### src/rtl/bcd_countdown_timer.sv
// bcd_countdown_timer
//
// Purpose: two-digit BCD down-counter for the lab timer datapath. A preset
// (99..00) is loaded and then counted down to 00 once per TICK_DIV clocks.
// Counting can be paused and resumed. A one-cycle done pulse marks the
// arrival at 00.
//
// Parameters:
//   TICK_DIV     clk cycles per count step (1..255)
//
// Ports:
//   clk          rising-edge clock
//   rst          synchronous reset, active-high
//   load         load the clamped preset into the count, abort any run
//   preset_tens  BCD tens digit of the preset (values above 9 clamp to 9)
//   preset_ones  BCD ones digit of the preset (values above 9 clamp to 9)
//   start        begin or resume counting down
//   pause        freeze the count while running
//   tens, ones   current count digits (BCD)
//   busy         high while running or paused (registered)
//   zero         count equals 00 (combinational)
//   done         one-cycle pulse when the count reaches 00 (registered)
//
// Configuration macro: AUTO_RELOAD_EN
//   When defined, the clamped preset is also kept in a preset register. On
//   reaching 00 the count reloads from it and keeps running, which makes the
//   timer periodic. A stored preset of 00 still stops in DONE.

module bcd_countdown_timer #(
    parameter int TICK_DIV = 4
) (
    input  logic       clk,
    input  logic       rst,
    input  logic       load,
    input  logic [3:0] preset_tens,
    input  logic [3:0] preset_ones,
    input  logic       start,
    input  logic       pause,
    output logic [3:0] tens,
    output logic [3:0] ones,
    output logic       busy,
    output logic       zero,
    output logic       done
);

    typedef enum logic [1:0] {
        IDLE,
        RUN,
        PAUSED,
        DONE
    } state_t;

    localparam logic [7:0] PRESC_LAST = 8'(TICK_DIV - 1);

    state_t     state, state_next;
    logic [7:0] presc, presc_next;
    logic [3:0] tens_next, ones_next;
    logic       done_next, busy_next;

`ifdef AUTO_RELOAD_EN
    logic [3:0] reload_tens, reload_ones;
    logic [3:0] reload_tens_next, reload_ones_next;
`endif

    function automatic logic [3:0] clamp_digit(input logic [3:0] d);
        return (d > 4'd9) ? 4'd9 : d;
    endfunction

    assign zero = (tens == 4'd0) && (ones == 4'd0);

    // Next-state logic. Input priority is load > pause > start; rst is
    // handled in the register process. Each step borrows from tens when ones
    // is already 0.
    always_comb begin
        state_next = state;
        presc_next = presc;
        tens_next  = tens;
        ones_next  = ones;
        done_next  = 1'b0;
`ifdef AUTO_RELOAD_EN
        reload_tens_next = reload_tens;
        reload_ones_next = reload_ones;
`endif

        if (load) begin
            tens_next  = clamp_digit(preset_tens);
            ones_next  = clamp_digit(preset_ones);
            presc_next = 8'd0;
            state_next = IDLE;
`ifdef AUTO_RELOAD_EN
            reload_tens_next = clamp_digit(preset_tens);
            reload_ones_next = clamp_digit(preset_ones);
`endif
        end else begin
            case (state)
                IDLE, DONE: begin
                    if (start) begin
                        if (!zero) begin
                            state_next = RUN;
                            presc_next = 8'd0;
                        end else begin
                            done_next  = 1'b1;
                            state_next = DONE;
                        end
                    end
                end
                RUN: begin
                    if (pause) begin
                        state_next = PAUSED;
                    end else if (presc == PRESC_LAST) begin
                        presc_next = 8'd0;
                        if (ones != 4'd0) begin
                            ones_next = ones - 4'd1;
                        end else if (tens != 4'd0) begin
                            ones_next = 4'd9;
                            tens_next = tens - 4'd1;
                        end
                        if ((tens_next == 4'd0) && (ones_next == 4'd0)) begin
                            done_next = 1'b1;
`ifdef AUTO_RELOAD_EN
                            // A stored preset of 00 cannot restart, so stop.
                            if ((reload_tens != 4'd0) || (reload_ones != 4'd0)) begin
                                tens_next = reload_tens;
                                ones_next = reload_ones;
                            end else begin
                                state_next = DONE;
                            end
`else
                            state_next = DONE;
`endif
                        end
                    end else begin
                        presc_next = presc + 8'd1;
                    end
                end
                PAUSED: begin
                    // Resume keeps the held prescaler value.
                    if (start) begin
                        state_next = RUN;
                    end
                end
                default: begin
                    state_next = IDLE;
                end
            endcase
        end

        busy_next = (state_next == RUN) || (state_next == PAUSED);
    end

    // State and datapath registers with synchronous reset.
    always_ff @(posedge clk) begin
        if (rst) begin
            state <= IDLE;
            presc <= 8'd0;
            tens  <= 4'd0;
            ones  <= 4'd0;
            done  <= 1'b0;
            busy  <= 1'b0;
`ifdef AUTO_RELOAD_EN
            reload_tens <= 4'd0;
            reload_ones <= 4'd0;
`endif
        end else begin
            state <= state_next;
            presc <= presc_next;
            tens  <= tens_next;
            ones  <= ones_next;
            done  <= done_next;
            busy  <= busy_next;
`ifdef AUTO_RELOAD_EN
            reload_tens <= reload_tens_next;
            reload_ones <= reload_ones_next;
`endif
        end
    end

endmodule

### config.mk
export PLATFORM = sky130hd
export DESIGN_NAME = bcd_countdown_timer
export DESIGN_NICKNAME = d
export VERILOG_FILES = /design/src/rtl/bcd_countdown_timer.sv
export SDC_FILE = /design/constraint.sdc
export NUM_CORES = 1
export LEC_CHECK = 0
export ABC_CLOCK_PERIOD_IN_PS = 2290
export CORE_UTILIZATION = 47
export CTS_BUF_LIST = sky130_fd_sc_hd__clkbuf_16
export DETAILED_ROUTE_END_ITERATION = 12
export PLACE_DENSITY_LB_ADDON = 0.3
export SETUP_SLACK_MARGIN = 0.5
export SYNTH_ARGS = -nofsm -noshare
export SYNTH_HDL_FRONTEND = slang
export SYNTH_SLANG_ARGS = --single-unit
### constraint.sdc
create_clock -name clk -period 2.29 [get_ports clk]
set_clock_uncertainty 0.1 [all_clocks]
set_input_delay 0.458 -clock clk [delete_from_list [all_inputs] [get_ports clk]]
set_output_delay 0.458 -clock clk [all_outputs]
set_load 0.02 [all_outputs]
==> results.ini <==
[setup_path]
crit_slowest_cell=sky130_fd_sc_hd__dfxtp_4
reg2reg_depth=9
cp-start-kind=flip-flop
timing.reg2reg.setup_slack_ps=20
worst_ep_required_time_ps=2360
path_max_fanout=5
worstPathArrival_ps=2340
critical_path.max_stage_delay_ps=370
setup.worst_path.end_class=flip-flop
path_delay_family=compound AO/OA/AOI/OAI gates
criticalPathCategory=flip-flop to flip-flop
crit-reg2reg-capture=busy
worstReg2RegStart=ones[0]
path_buf_inv=2
crit_chain=inv_4 > ha_4 > nor3b_4 > buf_6 > a311o_1 > a32oi_2 > a31oi_1 > or2_1 > o31ai_2

[synth]
async_reset_ff_share_pct=0
ys_seq_elements=20
synth_ff_type=sky130_fd_sc_hd__dfxtp_1
synth_edf_count=0
synthesis.yosys.warnings=0
synth_sequential_area_ratio_pct=29.4
yosys.cell_types.count=52
syn_area_mm2=0.00136
post_synth.cell_area_avg_um2=8.05
synth_nets=188
post_synth_inst_count=169

[floorplanning]
dieArea_mm2=0.00311
die_width_um=55.8
rows=19
fp.coreArea_mm2=0.00276
effective_utilization_at_floorplan_pct=49.3
die_height_um=55.8
top_level_ports=24

[clock_network]
clock_latency_ps=260
cts_tree=built
cts_made_buffers=3
cts.hold.buffers_added=0
cts_buffer_depth=2
cts.reportedPaths.clkPinSlew_ps=60
clock_sink_count=20
clockRootBuffer=sky130_fd_sc_hd__clkbuf_16
cts.htree.levels=1

[timing]
clock.fmax_mhz=441
total_of_endpoints_with_negative_setup_slack_in_the_final_report=0
finalHoldViolations=0
fin_crit_ps=2270
final.period_utilization_pct=99.0
maxSlewHeadroom_pct=79.1
timing_worst_slew_pin_value_ps=310
timing_max_transition_violations_final=0
tns_ps=0
rsz_0062_raised_after_global_routing=yes

[global_routing]
grt_pass1_wl_um=7140
globalRouteOverflowTotal=0
largest_net_degree_at_the_start_of_global_routing=12
grt_use_total_pct=29.4
first_global_vias=1555
initial_antenna_violation_count=0

[detailed_routing]
remaining_drc_errors=0
viasPerCell=6.01
finalWirelength_um=4600
wl_per_cell_um=17.4
drt_pre_antenna_iters=4
vias_post_dr=1586
initialDrtViolationCount=93
drt.antenna.violating_nets=0

[placement]
globalplace.congestion=0.862
portBuffers=23
detailed_place_hpwl_um=2670
post_dp_cell_area_mm2=0.00182
number_of_cells_after_detailed_placement=236

[layout]
synthToLayoutAreaGrowth_pct=66.2
final_design_area_no_fill_mm2=0.00226
mostFrequentLayoutCell=sky130_fd_sc_hd__buf_4
most-common-layout-cells=sky130_fd_sc_hd__buf_4, sky130_fd_sc_hd__nor2_1, sky130_fd_sc_hd__clkdlybuf4s50_1, sky130_fd_sc_hd__dfxtp_1, sky130_fd_sc_hd__dlygate4sd2_1
fillerInstances=177
drive_gt1_share_pct=41.6
post_layout_nonfiller_instances=264
num_antenna_cells=0
finalNetCount=253

[hold_path]
worst_hold_path.num_cells=2
holdCritPathClass=flip-flop to flip-flop
worstHoldStart=presc[1]
hold-path-endpoint=presc[1]

[run]
maximum_capacitance_violations=0

[power]
ir_worst_vdd_v=0.000651
power.density_cell_area_mw_per_mm2=505
power.leakage_uw=0.000924

[run_status]
status=complete, no violations

worst reg2reg max path: stages, from the launching register on:
cell and delay (ps):
sky130_fd_sc_hd__dfxtp_4 370, sky130_fd_sc_hd__inv_4 50, sky130_fd_sc_hd__ha_4 170, sky130_fd_sc_hd__nor3b_4 170, sky130_fd_sc_hd__buf_6 150, sky130_fd_sc_hd__a311o_1 290, sky130_fd_sc_hd__a32oi_2 230, sky130_fd_sc_hd__a31oi_1 160
sky130_fd_sc_hd__or2_1 280, sky130_fd_sc_hd__o31ai_2 230
cell type report:
class | instances | area [µm²] | area share, %
repair buffers | 68 | 584 | 25.8
inverters | 9 | 36.3 | 1.60
clock inverters | 1 | 3.75 | 0.166
flip-flops and latches | 20 | 418 | 18.5
multi-input cells | 132 | 1100 | 48.9
clock buffers | 3 | 75.1 | 3.32
well taps | 31 | 38.8 | 1.72
cell usage after synthesis, types with 2 or more instances:
| cell type | count | area share [%] |
|---|---|---|
| sky130_fd_sc_hd__a311o_1 | 2 | 1.5 |
| sky130_fd_sc_hd__a31oi_1 | 4 | 1.8 |
| sky130_fd_sc_hd__nor4bb_1 | 2 | 1.5 |
| sky130_fd_sc_hd__nor3_1 | 5 | 1.8 |
| sky130_fd_sc_hd__xnor2_1 | 6 | 3.9 |
| sky130_fd_sc_hd__nand3_1 | 9 | 3.3 |
| sky130_fd_sc_hd__nand3b_1 | 2 | 1.1 |
| sky130_fd_sc_hd__a21o_1 | 2 | 1.1 |
| sky130_fd_sc_hd__a21oi_1 | 8 | 2.9 |
| sky130_fd_sc_hd__inv_1 | 9 | 2.5 |
| sky130_fd_sc_hd__a211oi_1 | 3 | 1.7 |
| sky130_fd_sc_hd__nor2b_1 | 3 | 1.4 |
| sky130_fd_sc_hd__dfxtp_1 | 20 | 29 |
| sky130_fd_sc_hd__or2_1 | 3 | 1.4 |
| sky130_fd_sc_hd__mux2i_1 | 2 | 1.5 |
| sky130_fd_sc_hd__nand2_1 | 6 | 1.7 |
| sky130_fd_sc_hd__nor4_1 | 2 | 0.92 |
| sky130_fd_sc_hd__buf_2 | 2 | 0.74 |
| sky130_fd_sc_hd__nor2_1 | 25 | 6.9 |
| sky130_fd_sc_hd__clkbuf_1 | 3 | 0.83 |
| sky130_fd_sc_hd__ha_1 | 6 | 5.5 |
| sky130_fd_sc_hd__and3_1 | 4 | 1.8 |
| sky130_fd_sc_hd__o21ai_0 | 6 | 2.2 |
| sky130_fd_sc_hd__nand4_1 | 4 | 1.8 |
| sky130_fd_sc_hd__xor2_1 | 3 | 1.9 |
| sky130_fd_sc_hd__and2_1 | 2 | 0.92 |
layer usage:
layer | vias to the layer above | global-route usage, % | wire length (µm)
met5 | - | 0 | 0
met4 | 0 | 15.7 | 126
met3 | 14 | 5.35 | 219
met2 | 65 | 50.8 | 2400
met1 | 760 | 34.4 | 1860
li1 | 747 | - | -
cell families (layout without fill, tap and decap cells):
logic type | count (synthesis) | in the layout | share of synthesized area [%]
compound gates | 37 | 37 | 20.1
xor+xnor | 9 | 9 | 5.80
fa+ha+maj | 6 | 6 | 5.52
buf+inv | 17 | 81 | 5.70
flops | 20 | 20 | 29.4
mux | 3 | 3 | 2.30
simple gates | 77 | 77 | 31.2
per-stage QoR:
stage / hold WS (ps) / worst slack, ps / utilization [%] / power [µW]
detailed placement: 399 / 13.8 / 65.8 / 669
global route: 424 / -19.0 / 82.0 / 1180
floorplan: 363 / 213 / - / 559
global placement: 378 / 50.1 / 65.8 / 664
CTS: 406 / 120 / 76.0 / 1070
finish: 406 / 23.7 / 82.0 / 1140
sequential cells by signal, indices dropped and copies added (netlist names):
name   flops
presc      8
state      2
done       1
tens       4
busy       1
ones       4
report_power, final:
part | leakage (µW) | switching (µW) | internal (µW) | total, µW
Sequential | 0.000168 | 16.0 | 361 | 377
Clock | 0.0000385 | 135 | 233 | 368
Combinational | 0.000718 | 190 | 205 | 395
worst max-delay path by stage:
| stage | startpoint | end | slack [ps] | depth (start not counted) |
|---|---|---|---|---|
| 2_1_floorplan | ones[0] | busy | 210 | 9 |
| 3_3_place_gp | tens[0] | zero | 50 | 5 |
| 3_5_place_dp | start | busy | 10 | 7 |
| 4_1_cts | ones[1] | busy | 120 | 7 |
| 5_1_grt | tens[0] | busy | -20 | 10 |
| 6_report | ones[0] | busy | 20 | 9 |
what timing repair did:
| action | in CTS | in global routing |
|---|---|---|
| pin swaps | 21 | 19 |
| gates resized for setup | 36 | 22 |
| buffers inserted | 15 | 9 |
| endpoints found under the setup margin | 29 | 20 |
(Power assumes the default switching activity.)
==> variant 1, RTL diff (same settings) <==
Re-encode `state_t` (4 states) as one-hot, 4 bits wide.
--- a/src/rtl/bcd_countdown_timer.sv
+++ b/src/rtl/bcd_countdown_timer.sv
@@ -43,11 +43,11 @@
     output logic       done
 );
 
-    typedef enum logic [1:0] {
-        IDLE,
-        RUN,
-        PAUSED,
-        DONE
+    typedef enum logic [3:0] {
+        IDLE   = 4'b0001,
+        RUN    = 4'b0010,
+        PAUSED = 4'b0100,
+        DONE   = 4'b1000
     } state_t;
 
     localparam logic [7:0] PRESC_LAST = 8'(TICK_DIV - 1);
Check against the original RTL: same outputs for any inputs over 10 cycles, from zero or initial values and one cycle with rst high; not proved beyond that.
==> variant 1 against the unedited design <==
  * Area after synthesis rose by 8.8%
  * Largest cell class unchanged
  * Utilization shrank 5.3 points
  * Power up 0.27%
  * Routed wire length is 12% higher
  * Worst setup slack better by 77 ps
  * Final cell count grew 8.7%
  * Sequential cell count is 2 higher
  * Non-clock buffer count decreased by 8
  * Final area rose by 2.7%
==> variant 1: results (changes against the unedited design) <==
* Seq/Total Area, Yosys at 29.8% (+0.32 points)
* Crit-path leading delay family: simple AND/OR/NAND/NOR gates
* Synth cell types at 56 (+7.7%)
* Worst slew pin tran at 421 ps (+111 ps)
* Drt first pass iters at 6 (+2)
* Vias in the first global route at 1701 (+9.4%)
* Routability cong. at 0.964 (+12%)
* Placed cell count at 272 (+15%)
* Final HPWL DP at 3.19 mm (+19%)
* Status: finished, final reports clean
* Hold_ws at 391 ps (-15.2 ps)
* First-pass GRT wire length at 7.70 mm (+7.8%)
* Syn Inst Count at 190 (+12%)
* GRT Util Overall at 30.2% (+0.81 points)
* Hold Crit Start: presc[7]
* Layout cells sized above 1 at 35.8% (-5.8 points)
* CP arrival at 2240 ps (-100 ps)
* Critical Path Slowest Stage Cell: or3b_4
* Post-synth top cells: dfxtp_1 (22), a21oi_1 (19), o21ai_0 (15)
* Final wirelength at 5.16 mm (+12%)
* WHS Endpoint: presc[7]
* Placed Area at 1960 um^2 (+8.1%)
* Synthesized Nets at 206 (+9.6%)
* Final Instance Count excl. Fillers at 287 (+8.7%)
* CP Launch Point: tens[1]
* Reg2Reg Depth at 8 (-1)
* Average vias per placed instance at 6.10 (+1.6%)
* Initial DRC Count at 112 (+20%)
* Synth top area cells: dfxtp_1 (30%), a21oi_1 (6.4%), o21ai_0 (5.1%)
* Largest net degree at the start of global routing at 17 (+5)
variant 1: cell families (layout without fill, tap and decap cells):
kind of cell	count (synthesis)	in the layout	synth area share, %
xor gates and xnor gates	2	2	1.18
muxes	1	1	0.676
DFF	22	22	29.8
buffers and inverters	23	76	7.10
and+or+nand+nor	76	76	32.2
adders and majority gates	3	3	2.54
AOI/OAI and AO/OA	63	63	26.5
variant 1: cell type report:
type                       instances  area share (%)
clock buffer                       3            3.23
clock inverter                     1           0.162
inverter                          12            2.37
multi-input combinational        145            49.4
sequential                        22            19.6
tap                               44            2.37
timing repair buffer              60            22.9
variant 1: worst reg2reg max path, cell delays in order, from the launching register on:
cell      delay (ps)
dfxtp_4          350
inv_4             60
ha_4             130
or3b_4           370
or2_4            280
buf_6            140
o311ai_4         310
and4_1           260
o32ai_1           90
variant 1: routing by layer:
metal,track usage [%],vias to the layer above,wire [um]
met5,0,-,0
met1,33.3,837,1980
met2,53.7,79,2690
met4,14.6,0,168
li1,-,813,-
met3,7.81,22,325
variant 1: worst max-delay path by stage:
| stage | slack (ps) | endpoint |
|---|---|---|
| finish | 100 | state[1] |
| global route | 60 | state[1] |
| CTS | 120 | zero |
| detailed placement | -90 | zero |
| global placement | -80 | zero |
| floorplan | 130 | busy |
variant 1: timing repair:
action | 4_1_cts | 5_1_grt
resized for setup | 35 | 21
setup endpoints to repair | 29 | 21
buffers inserted | 9 | 1
pin swaps | 13 | 11
gates cloned | 1 | 0
variant 1: power by group through the flow:
stage	logic [W]	registers, W	clock network, W
5_1_grt	0.000376	0.000406	0.000397
4_1_cts	0.000316	0.000404	0.000380
2_1_floorplan	0.000149	0.000430	0
6_report	0.000357	0.000404	0.000383
3_5_place_dp	0.000295	0.000412	0
3_3_place_gp	0.000287	0.000411	0
==> variant 2, RTL diff (config.mk and constraints unchanged) <==
Without the edit above. Add a define of `AUTO_RELOAD_EN`.
--- a/src/rtl/bcd_countdown_timer.sv
+++ b/src/rtl/bcd_countdown_timer.sv
@@ -25,6 +25,8 @@
 //   When defined, the clamped preset is also kept in a preset register. On
 //   reaching 00 the count reloads from it and keeps running, which makes the
 //   timer periodic. A stored preset of 00 still stops in DONE.
+
+`define AUTO_RELOAD_EN
 
 module bcd_countdown_timer #(
     parameter int TICK_DIV = 4
Check against the original RTL: not equivalent (a bounded check fails within 10 cycles, from zero or initial values and one cycle with rst high).
==> variant 2 against the unedited design <==
  * The flow now finishes with violations (negative setup slack)
  * Utilization down 1.9 points
  * Routed wire length is 24% higher
  * Highest routed layer unchanged
  * First-iteration DRC count up 48%
  * Area after synthesis grew 18%
  * Worst setup slack got worse by 180 ps
  * Sequential cell count is 8 higher
  * Power increased by 21%
  * Final area grew 12%
==> variant 2: results (changes against the unedited design) <==
* Clock Tree Buf Depth at 2 (unchanged)
* Leakage at 0.981 nW (+6.2%)
* Failing checks: negative setup slack
* Routed via count at 1809 (+14%)
* Final setup violating endpoints at 8 (+8)
* CP arrival at 2510 ps (+170 ps)
* Worst min-delay path class: register to register
* Largest net degree at the start of global routing at 18 (+6)
* Synthesized Nets at 213 (+13%)
* TritonCTS Buffers at 3 (unchanged)
* Max reg flops at 8 (unchanged)
* Worst-Skew Late Latency at between 200 and 300 ps
* Ant. Diodes at 0 (unchanged)
* Largest stage delay, worst path at 520 ps (+150 ps)
* Synth top area cells: dfxtp_1 (35%), nor2_1 (4.9%), ha_1 (4.7%)
* Status: finished, violations left
* Port-buffer cells at 23 (unchanged)
* Layout cells sized above 1 at 37.2% (-4.5 points)
* Initial DRC Count at 138 (+48%)
* Yosys warnings at 0 (unchanged)
* Most flops, register: presc
* Final HPWL DP at 3.35 mm (+26%)
* Crit-path leading delay family: simple AND/OR/NAND/NOR gates
* Seq/Total Area, Yosys at 34.9% (+5.5 points)
* Initial antenna violation count at 0 (unchanged)
* Ys async rst share at 0% (unchanged)
* First-pass GRT wire length at 8.63 mm (+21%)
* H-tree depth at 1 (unchanged)
* Post-synth top cells: dfxtp_1 (28), nor2_1 (21), nand2_1 (20)
* CTS Root Cell: clkbuf_16
* GRT Util Overall at 32.6% (+3.2 points)
* Average vias per placed instance at 6.09 (+1.4%)
* # fillers at 207 (+17%)
* Synth cell types at 48 (-7.7%)
* Overflow left after global routing at 0 (unchanged)
* Critical Path Slowest Stage Cell: or4_4
* Vias in the first global route at 1748 (+12%)
* Avg Cell Area, Syn at 8.27 um^2 (+2.8%)
* Peak supply drop at 0.413 mV (-37%)
* Net count, final at 273 (+7.9%)
* PnR worst setup slack at -153 ps (-176 ps)
* Drt first pass iters at 4 (unchanged)
* CP max FO at 4 (-1)
* Routability cong. at 0.961 (+12%)
* Placed cell count at 277 (+17%)
* Clock slew at reported path FFs at about 70 ps
* Worst slew margin at 67.0% (-12 points)
* Final wirelength at 5.71 mm (+24%)
variant 2: cell types whose count changed after synthesis, sizes merged, moves of 5 or more:
cell / change
nand3: -5
dfxtp: +8
nand2: +14
a21oi: +7
a2111oi: +5
variant 2: worst reg2reg max path: stages (launching register included):
cell and delay (ps):
dfxtp_4 380, inv_4 40, ha_4 160, and3b_1 190, or4_4 520, a21oi_4 180, buf_6 120, and2_4 160
buf_12 110, buf_4 120, a31oi_1 90, a311oi_1 200
variant 2: through the flow:
| step | setup slack (ps) | TNS (ps) | instance area (um^2) |
|---|---|---|---|
| 2_1_floorplan | -4.08 | -4.08 | 1690 |
| 4_1_cts | -54.9 | -208 | 2430 |
| 3_5_place_dp | -93.1 | -176 | 2130 |
| 5_1_grt | -227 | -1410 | 2520 |
| 6_report | -153 | -702 | 2520 |
| 3_3_place_gp | -28.6 | -28.6 | 2130 |
variant 2: layout make-up:
| type | count | share of cell area, % |
|---|---|---|
| timing repair buffer | 61 | 21.7 |
| multi-input combinational | 151 | 48.3 |
| sequential | 28 | 22.9 |
| clock buffer | 3 | 2.97 |
| tap | 44 | 2.18 |
| clock inverter | 1 | 0.149 |
| inverter | 9 | 1.74 |
variant 2: what timing repair did:
item / 4_1_cts / 5_1_grt
pin swaps: 13 / 6
setup buffers: 14 / 2
resized for setup: 41 / 20
setup endpoints to repair: 29 / 24
variant 2: kinds of logic (layout without fill, tap and decap cells):
logic type | Yosys count | after routing | synth area share [%]
xor+xnor | 8 | 8 | 4.36
mux | 5 | 5 | 3.20
buf+inv | 15 | 74 | 3.58
simple gates | 82 | 82 | 26.6
fa+ha+maj | 6 | 6 | 4.68
compound gates | 50 | 50 | 22.7
flops | 28 | 28 | 34.9
variant 2: final timing paths:
kind	slack [ps]	startpoint	cells after the start	to
worst max-delay path	-150	ones[1]	11	ones[0]
worst min-delay path	400	reload_ones[2]	2	reload_ones[2]
worst max register to register	-150	ones[1]	11	ones[0]
worst min register to register	400	reload_ones[2]	2	reload_ones[2]
variant 2: per-layer routing:
metal	GRT usage (%)	share of wire, %	vias up
met3	7.25	7.2	30
met1	39.2	40	833
met5	0	0	-
met2	56.0	49	109
met4	14.0	4.2	0
li1	-	-	837
variant 2: report_power, final:
part / switching [W] / internal (W) / leakage [nW]
Clock: 0.000171 / 0.000235 / 0.0385
Combinational: 0.000218 / 0.000220 / 0.710
Sequential: 0.0000268 / 0.000508 / 0.232
Total: 0.000415 / 0.000962 / 0.981
